[src/rtl/arb_pkg.sv]
// Shared types and helpers for the requester-side arbitration controller.
package arb_pkg;

  localparam int NCH  = 4;
  localparam int CH_W = 2;

  typedef enum logic [1:0] {
    IDLE  = 2'd0,
    REQ   = 2'd1,
    BURST = 2'd2,
    REL   = 2'd3
  } state_t;

  // Index of the highest set bit; only meaningful for one-hot input.
  function automatic logic [CH_W-1:0] onehot_to_idx(input logic [NCH-1:0] v);
    logic [CH_W-1:0] idx;
    idx = '0;
    for (int i = 0; i < NCH; i++) begin
      if (v[i]) idx = CH_W'(i);
    end
    return idx;
  endfunction

  // True when exactly one bit is set.
  function automatic logic is_onehot(input logic [NCH-1:0] v);
    int n;
    n = 0;
    for (int i = 0; i < NCH; i++) begin
      if (v[i]) n++;
    end
    return (n == 1);
  endfunction

endpackage

[src/rtl/arb_req_ctrl_if.sv]
// Client/arbiter-facing signal bundle of the requester controller.
interface arb_req_ctrl_if;
  import arb_pkg::*;

  logic            enable;
  logic [NCH-1:0]  push;
  logic [NCH-1:0]  gnt;
  logic [NCH-1:0]  req;
  logic            beat_valid;
  logic [CH_W-1:0] beat_ch;
  logic            beat_last;
  logic            busy;
  logic [NCH-1:0]  pend_full;
  logic [NCH-1:0]  overflow;
  logic            gnt_err;

  modport master (
    input  enable, push, gnt,
    output req, beat_valid, beat_ch, beat_last, busy, pend_full, overflow, gnt_err
  );

  modport slave (
    output enable, push, gnt,
    input  req, beat_valid, beat_ch, beat_last, busy, pend_full, overflow, gnt_err
  );

endinterface

[src/rtl/arb_req_ctrl_pend_counter.sv]
// Saturating per-channel pending-transaction counter with registered flags.
module pend_counter #(
  parameter int PEND_W = 3
) (
  input  logic clk,
  input  logic reset,
  input  logic inc,
  input  logic dec,
  output logic full,
  output logic nz,
  output logic ovf_set
);

  localparam logic [PEND_W-1:0] MAX = '1;

  logic [PEND_W-1:0] count_reg, count_next;
  logic              full_reg, nz_reg;

  // Simultaneous inc and dec cancel; inc saturates at MAX, dec stops at zero.
  always_comb begin
    count_next = count_reg;
    if (inc && dec) begin
      count_next = count_reg;
    end else if (inc && !full_reg) begin
      count_next = count_reg + 1'b1;
    end else if (dec && nz_reg) begin
      count_next = count_reg - 1'b1;
    end
  end

  // Count plus registered full/non-zero flags derived from the next count.
  always_ff @(posedge clk) begin
    if (!reset) begin
      count_reg <= '0;
      full_reg  <= 1'b0;
      nz_reg    <= 1'b0;
    end else begin
      count_reg <= count_next;
      full_reg  <= (count_next == MAX);
      nz_reg    <= (count_next != '0);
    end
  end

  assign full    = full_reg;
  assign nz      = nz_reg;
  // A push that coincides with a decrement takes the freed slot, so no overflow.
  assign ovf_set = inc && full_reg && !dec;

endmodule

[src/rtl/arb_req_ctrl.sv]
// Requester controller: pending counters, registered request vector,
// fixed-length burst for the granted channel, one-cycle release.
module arb_req_ctrl
  import arb_pkg::*;
#(
  parameter int BURST_LEN = 4,
  parameter int PEND_W    = 3
) (
  input logic            clk,
  input logic            reset,
  arb_req_ctrl_if.master bus
);

  localparam logic [3:0] LAST_BEAT = 4'(BURST_LEN - 1);

  state_t          state_reg, state_next;
  logic [NCH-1:0]  req_reg, req_next;
  logic [CH_W-1:0] owner_reg, owner_next;
  logic [3:0]      beat_cnt_reg, beat_cnt_next;
  logic            gnt_err_reg, gnt_err_next;
  logic            beat_valid_reg, busy_reg;
  logic [NCH-1:0]  overflow_reg;

  logic [NCH-1:0]  nz, full, ovf_set, dec;
  logic            last_beat;

  assign last_beat = (state_reg == BURST) && (beat_cnt_reg == LAST_BEAT);

  generate
    for (genvar gi = 0; gi < NCH; gi++) begin : g_pend
      assign dec[gi] = last_beat && (owner_reg == CH_W'(gi));
      pend_counter #(.PEND_W(PEND_W)) u_pend (
        .clk     (clk),
        .reset   (reset),
        .inc     (bus.push[gi]),
        .dec     (dec[gi]),
        .full    (full[gi]),
        .nz      (nz[gi]),
        .ovf_set (ovf_set[gi])
      );
    end
  endgenerate

  // Next state, request vector, owner and beat counter.
  always_comb begin
    state_next    = state_reg;
    req_next      = req_reg;
    owner_next    = owner_reg;
    beat_cnt_next = beat_cnt_reg;
    gnt_err_next  = gnt_err_reg;
    case (state_reg)
      IDLE: begin
        req_next = '0;
        if (bus.enable && (nz != '0)) begin
          state_next = REQ;
          req_next   = nz;
        end
      end
      REQ: begin
        req_next = nz;
        if (!bus.enable) begin
          state_next = IDLE;
          req_next   = '0;
        end else if (is_onehot(bus.gnt) && ((bus.gnt & req_reg) != '0)) begin
          // Narrow the request to the owner so the arbiter cannot re-grant.
          state_next    = BURST;
          owner_next    = onehot_to_idx(bus.gnt);
          req_next      = bus.gnt;
          beat_cnt_next = '0;
        end else if (bus.gnt != '0) begin
          gnt_err_next = 1'b1;
        end
      end
      BURST: begin
        if (beat_cnt_reg == LAST_BEAT) begin
          state_next    = REL;
          req_next      = '0;
          beat_cnt_next = '0;
        end else begin
          beat_cnt_next = beat_cnt_reg + 1'b1;
        end
      end
      REL: begin
        req_next = '0;
        if (bus.enable && (nz != '0)) begin
          state_next = REQ;
          req_next   = nz;
        end else begin
          state_next = IDLE;
        end
      end
      default: begin
        state_next = IDLE;
        req_next   = '0;
      end
    endcase
  end

  // State and registered outputs; beat_valid/busy follow the next state.
  always_ff @(posedge clk) begin
    if (!reset) begin
      state_reg      <= IDLE;
      req_reg        <= '0;
      owner_reg      <= '0;
      beat_cnt_reg   <= '0;
      gnt_err_reg    <= 1'b0;
      beat_valid_reg <= 1'b0;
      busy_reg       <= 1'b0;
      overflow_reg   <= '0;
    end else begin
      state_reg      <= state_next;
      req_reg        <= req_next;
      owner_reg      <= owner_next;
      beat_cnt_reg   <= beat_cnt_next;
      gnt_err_reg    <= gnt_err_next;
      beat_valid_reg <= (state_next == BURST);
      busy_reg       <= (state_next != IDLE);
      overflow_reg   <= overflow_reg | ovf_set;
    end
  end

  assign bus.req        = req_reg;
  assign bus.beat_valid = beat_valid_reg;
  assign bus.beat_ch    = owner_reg;
  assign bus.beat_last  = last_beat;
  assign bus.busy       = busy_reg;
  assign bus.pend_full  = full;
  assign bus.overflow   = overflow_reg;
  assign bus.gnt_err    = gnt_err_reg;

endmodule
[src/flat_wrapper.sv]
// flat-port wrapper written by rule: the top's interface ports become plain ports
module arb_req_ctrl_flat import arb_pkg::*;
#(
  parameter int BURST_LEN = 4,
  parameter int PEND_W    = 3
)
  (clk, reset, bus_enable, bus_push, bus_gnt, bus_req, bus_beat_valid, bus_beat_ch, bus_beat_last, bus_busy, bus_pend_full, bus_overflow, bus_gnt_err);
  arb_req_ctrl_if bus_i ();
  input logic clk;
  input logic reset;
  input wire logic [$bits(bus_i.enable)-1:0] bus_enable;
  input wire logic [$bits(bus_i.push)-1:0] bus_push;
  input wire logic [$bits(bus_i.gnt)-1:0] bus_gnt;
  output wire logic [$bits(bus_i.req)-1:0] bus_req;
  output wire logic [$bits(bus_i.beat_valid)-1:0] bus_beat_valid;
  output wire logic [$bits(bus_i.beat_ch)-1:0] bus_beat_ch;
  output wire logic [$bits(bus_i.beat_last)-1:0] bus_beat_last;
  output wire logic [$bits(bus_i.busy)-1:0] bus_busy;
  output wire logic [$bits(bus_i.pend_full)-1:0] bus_pend_full;
  output wire logic [$bits(bus_i.overflow)-1:0] bus_overflow;
  output wire logic [$bits(bus_i.gnt_err)-1:0] bus_gnt_err;
  assign bus_i.enable = bus_enable;
  assign bus_i.push = bus_push;
  assign bus_i.gnt = bus_gnt;
  assign bus_req = bus_i.req;
  assign bus_beat_valid = bus_i.beat_valid;
  assign bus_beat_ch = bus_i.beat_ch;
  assign bus_beat_last = bus_i.beat_last;
  assign bus_busy = bus_i.busy;
  assign bus_pend_full = bus_i.pend_full;
  assign bus_overflow = bus_i.overflow;
  assign bus_gnt_err = bus_i.gnt_err;
  arb_req_ctrl #(.BURST_LEN(BURST_LEN), .PEND_W(PEND_W)) u_core (.clk(clk), .reset(reset), .bus(bus_i));
endmodule
[config.mk]
export PLATFORM = sky130hd
export DESIGN_NAME = arb_req_ctrl_flat
export DESIGN_NICKNAME = d
export VERILOG_FILES = /design/src/rtl/arb_pkg.sv /design/src/rtl/arb_req_ctrl_if.sv /design/src/rtl/arb_req_ctrl_pend_counter.sv /design/src/rtl/arb_req_ctrl.sv /design/src/flat_wrapper.sv
export SDC_FILE = /design/constraint.sdc
export NUM_CORES = 1
export LEC_CHECK = 0
export BUFFER_PORTS_ARGS = -buffer_cell sky130_fd_sc_hd__buf_2
export CAP_MARGIN = 0
export CORE_MARGIN = 8
export CORE_UTILIZATION = 50
export CTS_CLUSTER_DIAMETER = 150
export DETAILED_ROUTE_END_ITERATION = 8
export PLACE_DENSITY_LB_ADDON = 0.25
export SYNTH_ARGS = -nofsm -noshare
export SYNTH_HDL_FRONTEND = slang
export SYNTH_SLANG_ARGS = --single-unit
[constraint.sdc]
create_clock -name clk -period 2.6 [get_ports clk]
set_input_delay 0 -clock clk [delete_from_list [all_inputs] [get_ports clk]]
set_output_delay 0 -clock clk [all_outputs]
set_load 0.02 [all_outputs]
=== Yosys cells after proc, flatten, opt, wreduce, memory -nomap -nowiden ===
Index checks and enable logic that the tools add are counted.

* Output and inout port bits: 18
* Register bits: 39
* Input port bits: 11
* Word-level logic and storage cells: 143

* $add $sub $neg: 12
* Bitwise operators: 3
* Muxes and demuxes: 42
* Equality and inequality tests: 16
* Reductions and logical operators: 50

{| class="wikitable"
|+ Operator list
! cell !! count
|-
| 2-to-1 mux 32 bit || 11
|-
| adder 32 x 2 -> 32 bit, second input constant || 3
|-
| 2-to-1 mux 3 bit || 12
|-
| equality test 32 x 2 -> 1 bit, second input constant || 1
|-
| 2-to-1 mux 4 bit || 7
|-
| logical AND 1 bit || 27
|-
| adder 3 x 1 -> 3 bit, second input constant || 4
|-
| equality test 3 bit, second input constant || 4
|-
| 2-to-1 mux 2 bit || 6
|-
| case mux 4 bit (3 select lines) || 1
|-
| nonzero test 3 bit || 4
|-
| nonzero test 4 bit || 3
|-
| subtractor 3 x 1 -> 3 bit, second input constant || 4
|-
| equality test 2 bit, second input constant || 5
|-
| zero test 1 bit || 8
|-
| case mux 2 bit (4 select lines) || 1
|-
| case mux 4 bit (2 select lines) || 1
|-
| AND reduction 3 bit || 2
|-
| adder 4 x 1 -> 4 bit, second input constant || 1
|-
| bitwise AND 4 bit || 1
|-
| equality test 2 x 1 -> 1 bit, second input constant || 2
|-
| equality test 4 x 2 -> 1 bit, second input constant || 1
|-
| zero test 2 bit || 2
|-
| inequality test 2 bit, second input constant || 2
|-
| 7 further kinds || 10
|}

=== Longest topological paths before layout ===
Gate-level depths: netlist of run 1.

* Word-level depth: 21
* Gate-level depth with buffers: 11

=== Cells and area by module ===
Synthesis of run 1 repeated with hierarchy kept, for this count alone.

* Cells, all modules: 253
* Area, all modules: 2344.7 sq um

{| class="wikitable"
|+ Modules (own cells, without submodules)
! module !! times used !! area each (sq um) !! cells each
|-
| arb_req_ctrl || 1 || 1173.6 || 137
|-
| pend_counter || 4 || 292.8 || 29
|}

=== Worst setup path after synthesis of run 1 ===
No wires, ideal clock.

* Kind: in2reg
* Start point: input port bus_gnt[0]
* End point: register u_core.beat_cnt_reg[2]
* Arrival time: 1.913 ns
* Buffers on the path: 1
* Setup time: 0.067 ns
* Setup slack: 0.619 ns
* Stages on the path: 11
* Cells stage by stage: inv_1 ha_1 xor2_1 ha_1 nand2b_1 a21oi_2 a211o_1 nand3_2 buf_6 a2111o_1 a21oi_2

* Cells in the longest elaborated chain, start to end: 19
* Elaborated cells between the ends (all ways): 21

{| class="wikitable"
|+ RTL lines
! what !! RTL line !! RTL
|-
| start: declaration || flat_wrapper.sv:13 || <nowiki>input wire logic [$bits(bus_i.gnt)-1:0] bus_gnt;</nowiki>
|-
| 2-to-1 mux 1 bit || arb_pkg.sv:29 || <nowiki>if (v[i]) n++;</nowiki>
|-
| 2-to-1 mux 32 bit || arb_req_ctrl.sv:61 || <nowiki>if (!bus.enable) begin</nowiki>
|-
| 2-to-1 mux 32 bit || arb_req_ctrl.sv:51 || <nowiki>case (state_reg)</nowiki>
|-
| adder 32 x 2 -> 32 bit || arb_pkg.sv:29 ||
|-
| 2-to-1 mux 32 bit || arb_pkg.sv:29 ||
|-
| 2-to-1 mux 32 bit || arb_req_ctrl.sv:61 ||
|-
| 2-to-1 mux 32 bit || arb_req_ctrl.sv:51 ||
|-
| adder 32 x 2 -> 32 bit || arb_pkg.sv:29 ||
|-
| (+3 left out) || - ||
|-
| adder 32 x 2 -> 32 bit || arb_pkg.sv:29 ||
|-
| 2-to-1 mux 32 bit || arb_pkg.sv:29 ||
|-
| 2-to-1 mux 32 bit || arb_req_ctrl.sv:61 ||
|-
| 2-to-1 mux 32 bit || arb_req_ctrl.sv:51 ||
|-
| equality test 32 x 2 -> 1 bit || arb_pkg.sv:31 || <nowiki>return (n == 1);</nowiki>
|-
| logical AND 1 bit * || arb_req_ctrl.sv:64 || <nowiki>end else if (is_onehot(bus.gnt) && ((bus.gnt & req_reg) != '0)) begin</nowiki>
|-
| inequality test 2 x 1 -> 1 bit (no line) * || - ||
|-
| AND reduction 3 bit (no line) * || - ||
|-
| end signal: assignment || arb_req_ctrl.sv:114 || <nowiki>beat_cnt_reg <= beat_cnt_next;</nowiki>
|-
| end: declaration || arb_req_ctrl.sv:19 || <nowiki>logic [3:0] beat_cnt_reg, beat_cnt_next;</nowiki>
|}

Mark *: on every way between the ends. The rest lies on a longest branch, timed or not. The select of a mux whose other input is x is not followed.
A chain may end at the register's enable or synchronous reset.

=== Worst setup path after layout of run 1 ===
* Start point: input port bus_gnt[1]
* End point: register u_core.beat_cnt_reg[3]

* Cells in the longest elaborated chain, start to end: 15
* Elaborated cells between the ends (all ways): 17

{| class="wikitable"
|+ RTL lines
! what !! RTL line
|-
| 2-to-1 mux 32 bit || arb_pkg.sv:29
|-
| 2-to-1 mux 32 bit || arb_req_ctrl.sv:61
|-
| 2-to-1 mux 32 bit || arb_req_ctrl.sv:51
|-
| adder 32 x 2 -> 32 bit || arb_pkg.sv:29
|-
| 2-to-1 mux 32 bit || arb_pkg.sv:29
|-
| 2-to-1 mux 32 bit || arb_req_ctrl.sv:61
|-
| 2-to-1 mux 32 bit || arb_req_ctrl.sv:51
|-
| adder 32 x 2 -> 32 bit || arb_pkg.sv:29
|-
| 2-to-1 mux 32 bit || arb_pkg.sv:29
|-
| 2-to-1 mux 32 bit || arb_req_ctrl.sv:61
|-
| 2-to-1 mux 32 bit || arb_req_ctrl.sv:51
|-
| equality test 32 x 2 -> 1 bit || arb_pkg.sv:31
|-
| logical AND 1 bit * || arb_req_ctrl.sv:64
|-
| inequality test 2 x 1 -> 1 bit (no line) * || -
|-
| AND reduction 3 bit (no line) * || -
|}

Marks and branches as above.

==> results.sh, run 1 <==
export IMPL_status="finished, final reports clean"
export IMPL_cts_sink_count=39
export IMPL_p_int_w=0.00100
export IMPL_ios=29
export IMPL_synth_commonest_cells="dfxtp_1 (39), nor2_1 (26), nand2_1 (24)"
export IMPL_antenna_found_initial=0
export IMPL_yosysWarnings=0
export IMPL_setup_viol=0
export IMPL_seqPwrFrac_pct=48.0
export IMPL_fillers=405
export IMPL_period_minus_slack_ps=2460
export IMPL_r2r_slack_ps=510
export IMPL_p_comb_share_pct=19.9
export IMPL_syn_nets=289
export IMPL_synth_area_top_cells="dfxtp_1 (35%), ha_1 (8.9%), nor2_1 (4.3%)"
export IMPL_first_iter_violations=121
export IMPL_arrival_ps=2690
export IMPL_rsz0062_at_grt="false"
export IMPL_hpwl_um=3630
export IMPL_synthDistinctLibCells=56
export IMPL_gp_congestion=0.878
export IMPL_maxSlewViolCount=0
export IMPL_largest_reg_flops=12
export IMPL_dieArea_um2=6930
export IMPL_cp_data_required_time_ps=2820
export IMPL_root_buffer="clkbuf_8"
export IMPL_power_leakage_nw=1.11
export IMPL_fin_crit_sh_pct=94.8
export IMPL_yosysTopAreaCellShare_pct=34.5
export IMPL_hp_start="bus_push[1]"
export IMPL_irDropWorstVdd_uv=348
export IMPL_reg2reg_depth=8
export IMPL_avgSynthCellArea_um2=8.63
export IMPL_setup_tns_final_ps=0
export IMPL_grt_pass1_vias=1795
export IMPL_synth_area_um2=2260
export IMPL_ys_ff_latch=39
export IMPL_start_util_pct=51.9
export IMPL_critPathKind="input port to register"
export IMPL_cts_buffers=5
export IMPL_final_setup_skew_ps=5.45
export IMPL_core_area_um2=4350
export IMPL_clk_pin_slew_ps=80
export IMPL_critPathMaxFanout=8
export IMPL_end_kind="register"
export IMPL_synth_cells=262
export IMPL_routed_via_density=5.59
export IMPL_grt_total_usage_pct=13.7
export IMPL_p_sw_w=0.000409
export IMPL_nNetsFinal=321
export IMPL_io_buffer_count=28
export IMPL_syn2layout_area_growth_pct=14.2
export IMPL_clk_path_buf_depth=2
export IMPL_hold_path_end="u_core.bus.overflow[1]$_SDFF_PN0_"
export IMPL_r2r_end="u_core.g_pend[0].u_pend.nz$_SDFF_PN0_"
export IMPL_drc_errors=0
export IMPL_p_per_area_nw_per_um2=547
export IMPL_max_freq_ghz=0.406
export IMPL_hold_violations=0
export IMPL_power_frac_clock_pct=32.0
export IMPL_ant_nets=0
export IMPL_synthFlopType="dfxtp_1"
export IMPL_num_vias=1940
export IMPL_synth_most_common_cell="dfxtp_1"
export IMPL_cp_start_kind="input port"
export IMPL_hold_class="input port to register"
export IMPL_grt_max_degree=22
export IMPL_tritoncts="yes"
export IMPL_wire_per_inst_um=14.4
export IMPL_die_w_um=83.2
export IMPL_overflow=0
export IMPL_power_w=0.00141
export IMPL_synth_edff_count=0
export IMPL_die_h_um=83.2
export IMPL_yosysTopAreaCell="dfxtp_1"
export IMPL_first_pass_iters=4
export IMPL_diodes=0
export IMPL_rows=24
export IMPL_grt_pass1_wl_um=8030
export IMPL_drv_cap=0
export IMPL_routed_wl_um=5000
export IMPL_r2r_start="u_core.state_reg[0]$_SDFF_PN0_"
export IMPL_p_sw_share_pct=28.9
export IMPL_cts_htree_levels=2
export IMPL_tightest_slew_ps=727
export IMPL_synthArstFlopShare_pct=0
export IMPL_synth_seq_area_share_pct=34.5
export IMPL_clkLatencyLatePin_ps=290
export IMPL_holdPathStages=3
export IMPL_relSlewSlack_pct=51.5
export IMPL_drive_gt1_share_pct=20.3
-- power by group through the flow --
stage | clock [W] | combinational, W | sequential (W)
after floorplan | 0 | 0.000203 | 0.000692
after global placement | 0 | 0.000264 | 0.000691
after detailed placement | 0 | 0.000269 | 0.000691
after CTS | 0.000463 | 0.000276 | 0.000678
after global routing | 0.000483 | 0.000316 | 0.000683
final | 0.000453 | 0.000282 | 0.000679
-- layer usage --
| layer | vias up | routed length [µm] | share of wire [%] | track usage (%) |
|---|---|---|---|---|
| met1 | 891 | 2320 | 46 | 16.3 |
| met4 | 0 | 80 | 1.6 | 5.43 |
| met5 | - | 0 | 0 | 0 |
| met2 | 46 | 2330 | 47 | 22.5 |
| li1 | 995 | - | - | - |
| met3 | 8 | 276 | 5.5 | 3.91 |
-- worst max-delay path by stage --
stage | end | startpoint | slack (ps) | depth (start not counted)
2_1_floorplan | u_core.beat_cnt_reg[2]$_SDFFE_PN0P_ | bus_gnt[0] | 620 | 11
3_3_place_gp | u_core.beat_cnt_reg[3]$_SDFFE_PN0P_ | bus_gnt[0] | 320 | 11
3_5_place_dp | u_core.beat_cnt_reg[3]$_SDFFE_PN0P_ | bus_gnt[0] | 270 | 11
4_1_cts | u_core.beat_cnt_reg[3]$_SDFFE_PN0P_ | bus_gnt[0] | 50 | 12
5_1_grt | u_core.beat_cnt_reg[3]$_SDFFE_PN0P_ | bus_gnt[1] | 20 | 12
6_report | u_core.beat_cnt_reg[3]$_SDFFE_PN0P_ | bus_gnt[1] | 140 | 12
-- final cells by class --
type                       count  area [µm²]  share of cell area, %
multi-input combinational    195        1360                   52.5
sequential                    39         781                   30.2
timing repair buffer          37         220                   8.53
clock buffer                   8         100                   3.88
tap                           52        65.1                   2.52
inverter                      16        60.1                   2.33
-- repair_timing --
item | 4_1_cts | 5_1_grt
endpoints found under the setup margin | 0 | 2
resized for setup | 0 | 3
setup buffers | 0 | 3
hold endpoints to repair | 5 | 0
hold buffers | 5 | 0
-- metrics by stage --
stage / cell area (µm²) / utilization (%) / setup slack (ps) / hold WS (ps) / instances
after floorplan: 2260 / - / 619 / 138 / 262
after global placement: 2390 / 54.9 / 322 / 272 / 331
after detailed placement: 2390 / 54.9 / 272 / 277 / 331
after CTS: 2540 / 58.4 / 46.2 / 24.1 / 344
after global routing: 2580 / 59.3 / 23.9 / 64.5 / 347
final: 2580 / 59.3 / 136 / 38.1 / 347
-- cell usage in the layout (no fill, tap or decap), types with 3 or more instances in the layout --
cell / count
o21ai_0: 9
nor2_1: 26
and2_1: 3
dfxtp_1: 39
clkbuf_8: 7
xnor2_1: 7
a31oi_1: 13
nand3_1: 9
dlygate4sd3_1: 5
a21oi_2: 4
and3_1: 7
nor2b_1: 3
buf_4: 4
a211o_1: 4
a21oi_1: 12
buf_2: 28
nand2b_1: 4
inv_1: 16
ha_1: 15
nand2_1: 24
a221o_1: 3
nor3_1: 4
-- worst max-delay path: stages --
cell           delay (ps)
dlygate4sd3_1         540
buf_2                 140
inv_1                  70
ha_2                  310
xor2_2                150
ha_1                  280
nand2b_1              150
a21oi_2               120
a211o_1               170
nand3_4               130
or4_1                 520
o211ai_1               90
-- cells by family (layout without fill, tap and decap cells) --
| family | Yosys count | count (layout) | share of synthesized area (%) |
|---|---|---|---|
| AO/OA/AOI/OAI | 63 | 63 | 19.9 |
| XOR/XNOR | 10 | 10 | 4.21 |
| adder cells (fa/ha/maj) | 16 | 16 | 8.85 |
| buffers and inverters | 28 | 61 | 6.31 |
| flip-flops | 39 | 39 | 34.5 |
| multiplexers | 4 | 4 | 1.88 |
| AND/OR/NAND/NOR | 102 | 102 | 24.4 |
No activity file was read; power rests on OpenSTA's default activity.
==> inputs of run 2 (changes only) <==
--- a/config.mk
+++ b/config.mk
@@ -9,9 +9,9 @@
 export CAP_MARGIN = 0
 export CORE_MARGIN = 8
 export CORE_UTILIZATION = 50
-export CTS_CLUSTER_DIAMETER = 150
+export CTS_CLUSTER_DIAMETER = 60
 export DETAILED_ROUTE_END_ITERATION = 8
-export PLACE_DENSITY_LB_ADDON = 0.25
+export PLACE_DENSITY = 0.7
 export SYNTH_ARGS = -nofsm -noshare
 export SYNTH_HDL_FRONTEND = slang
 export SYNTH_SLANG_ARGS = --single-unit
==> results.sh, run 2 (same netlist as run 1, synthesis figures left out) <==
export IMPL_status="finished, final reports clean"
export IMPL_critPathKind="register to register"
export IMPL_io_buffer_count=28
export IMPL_mostFrequentLayoutCells="dfxtp_1 (39), buf_2 (28), nor2_1 (26)"
export IMPL_p_comb_share_pct=20.1
export IMPL_power_frac_clock_pct=30.0
export IMPL_cts_buffers=5
export IMPL_irDropWorstVdd_uv=374
export IMPL_hpwl_um=3560
export IMPL_max_freq_ghz=0.459
export IMPL_grt_total_usage_pct=13.8
export IMPL_final_setup_skew_ps=3.01
export IMPL_slowest_delay_ps=410
export IMPL_num_vias=1890
export IMPL_clk_pin_slew_ps=70
export IMPL_period_minus_slack_ps=2180
export IMPL_die_w_um=83.2
export IMPL_die_h_um=83.2
export IMPL_cp_data_required_time_ps=2780
export IMPL_end_kind="register"
export IMPL_clkLatencyLatePin_ps=280
export IMPL_nNetsFinal=317
export IMPL_tightest_slew_ps=731
export IMPL_placed_cell_area_um2=2380
export IMPL_r2r_end="u_core.g_pend[3].u_pend.nz$_SDFF_PN0_"
export IMPL_drive_gt1_share_pct=18.6
export IMPL_r2r_start="u_core.state_reg[0]$_SDFF_PN0_"
export IMPL_gp_congestion=0.881
export IMPL_seqPwrFrac_pct=49.9
export IMPL_final_area_um2=2520
export IMPL_diodes=0
export IMPL_tritoncts="yes"
export IMPL_drv_cap=0
export IMPL_grt_pass1_vias=1867
export IMPL_wire_per_inst_um=13.7
export IMPL_arrival_ps=2360
export IMPL_final_common_cell="dfxtp_1"
export IMPL_core_area_um2=4350
export IMPL_first_pass_iters=4
export IMPL_cts_setup_buffers=0
export IMPL_critPathMaxFanout=10
export IMPL_cts_repair_resize_count=0
export IMPL_grt_max_degree=22
export IMPL_relSlewSlack_pct=51.2
export IMPL_cp_endpoint="u_core.g_pend[3].u_pend.nz$_SDFF_PN0_"
export IMPL_p_int_w=0.000968
export IMPL_p_sw_w=0.000391
export IMPL_ant_nets=0
export IMPL_power_leakage_nw=1.09
export IMPL_clk_path_buf_depth=2
export IMPL_rows=24
export IMPL_p_per_area_nw_per_um2=539
export IMPL_maxSlewViolCount=0
export IMPL_routed_wl_um=4700
export IMPL_routed_via_density=5.53
export IMPL_setup_tns_final_ps=0
export IMPL_p_sw_share_pct=28.8
export IMPL_largest_reg_flops=12
export IMPL_grt_pass1_wl_um=8210
export IMPL_fin_crit_sh_pct=83.8
export IMPL_first_iter_violations=109
export IMPL_cts_sink_count=39
export IMPL_overflow=0
export IMPL_critical_path_top_delay_family="compound AO/OA/AOI/OAI gates"
export IMPL_hold_class="input port to register"
export IMPL_r2r_slack_ps=420
export IMPL_power_w=0.00136
export IMPL_fillers=397
export IMPL_setup_viol=0
export IMPL_root_buffer="clkbuf_8"
export IMPL_hold_violations=0
export IMPL_holdBufCountCts=5
export IMPL_ios=29
export IMPL_cp_slowest_cell="dfxtp_1"
export IMPL_critPathBufInv=1
export IMPL_cp_start_kind="register"
export IMPL_syn2layout_area_growth_pct=11.5
export IMPL_reg2reg_depth=8
export IMPL_critPathLaunch="u_core.state_reg[0]$_SDFF_PN0_"
export IMPL_cts_htree_levels=2
export IMPL_antenna_found_initial=0
export IMPL_cp_num_cells=8
export IMPL_drc_errors=0
export IMPL_final_util_pct=57.9
export IMPL_rsz0062_at_grt="false"
export IMPL_start_util_pct=51.9
export IMPL_dieArea_um2=6930
export IMPL_cp_cell_sequence="inv_1, ha_1, and4b_4, a21oi_1, a22oi_2, xnor2_1, and2_4, a211o_1"
-- run 2: changes by cell type in the layout (fill, tap and decap cells not counted), sizes merged --
cell / before / now
clkinv: 0 / 1
buf: 32 / 28
clkbuf: 8 / 6
-- run 2: layer usage --
metal,vias up,share of wire (%),GRT usage [%]
met2,50,45,22.3
met5,-,0,0
met1,848,47,16.6
li1,985,-,-
met4,0,1.7,5.43
met3,7,6.2,3.91
-- run 2: worst register-to-register path, cell delays in order, from the launching register on --
cell,delay (ps)
dfxtp_1,410
inv_1,100
ha_1,320
and4b_4,270
a21oi_1,310
a22oi_2,110
xnor2_1,160
and2_4,160
a211o_1,210
-- run 2: how the worst min path moves through the flow --
| stage | startpoint | to | slack [ps] | cells after the start |
|---|---|---|---|---|
| floorplan | bus_gnt[0] | u_core.bus.req[0]$_SDFFE_PN0P_ | 140 | 1 |
| detailed placement | bus_push[0] | u_core.bus.overflow[0]$_SDFF_PN0_ | 280 | 3 |
| finish | bus_push[1] | u_core.bus.overflow[1]$_SDFF_PN0_ | 40 | 3 |
| global route | bus_push[1] | u_core.bus.overflow[1]$_SDFF_PN0_ | 70 | 3 |
| global placement | bus_gnt[0] | u_core.bus.req[0]$_SDFFE_PN0P_ | 270 | 2 |
| CTS | bus_push[1] | u_core.bus.overflow[1]$_SDFF_PN0_ | 30 | 3 |
-- run 2: power groups by stage --
| stage | Combinational, W | Clock, W | Sequential (W) |
|---|---|---|---|
| after floorplan | 0.000203 | 0 | 0.000692 |
| after global placement | 0.000265 | 0 | 0.000691 |
| after detailed placement | 0.000268 | 0 | 0.000691 |
| after CTS | 0.000275 | 0.000422 | 0.000677 |
| after global routing | 0.000312 | 0.000449 | 0.000684 |
| final | 0.000273 | 0.000408 | 0.000678 |
-- run 2: layout make-up --
class | count | area (µm²) | share of cell area [%]
clock inverters | 1 | 5.00 | 0.199
repair buffers | 33 | 190 | 7.54
flip-flops and latches | 39 | 781 | 31.0
multi-input cells | 195 | 1340 | 53.1
clock buffers | 6 | 82.6 | 3.28
inverters | 16 | 60.1 | 2.38
well taps | 52 | 65.1 | 2.58
-- run 2: stage by stage --
step / setup WS, ps / std cells / hold slack [ps]
finish: 420 / 342 / 38.4
global route: 267 / 342 / 71.1
CTS: 427 / 342 / 28.8
detailed placement: 241 / 330 / 280
global placement: 329 / 330 / 272
floorplan: 619 / 262 / 138
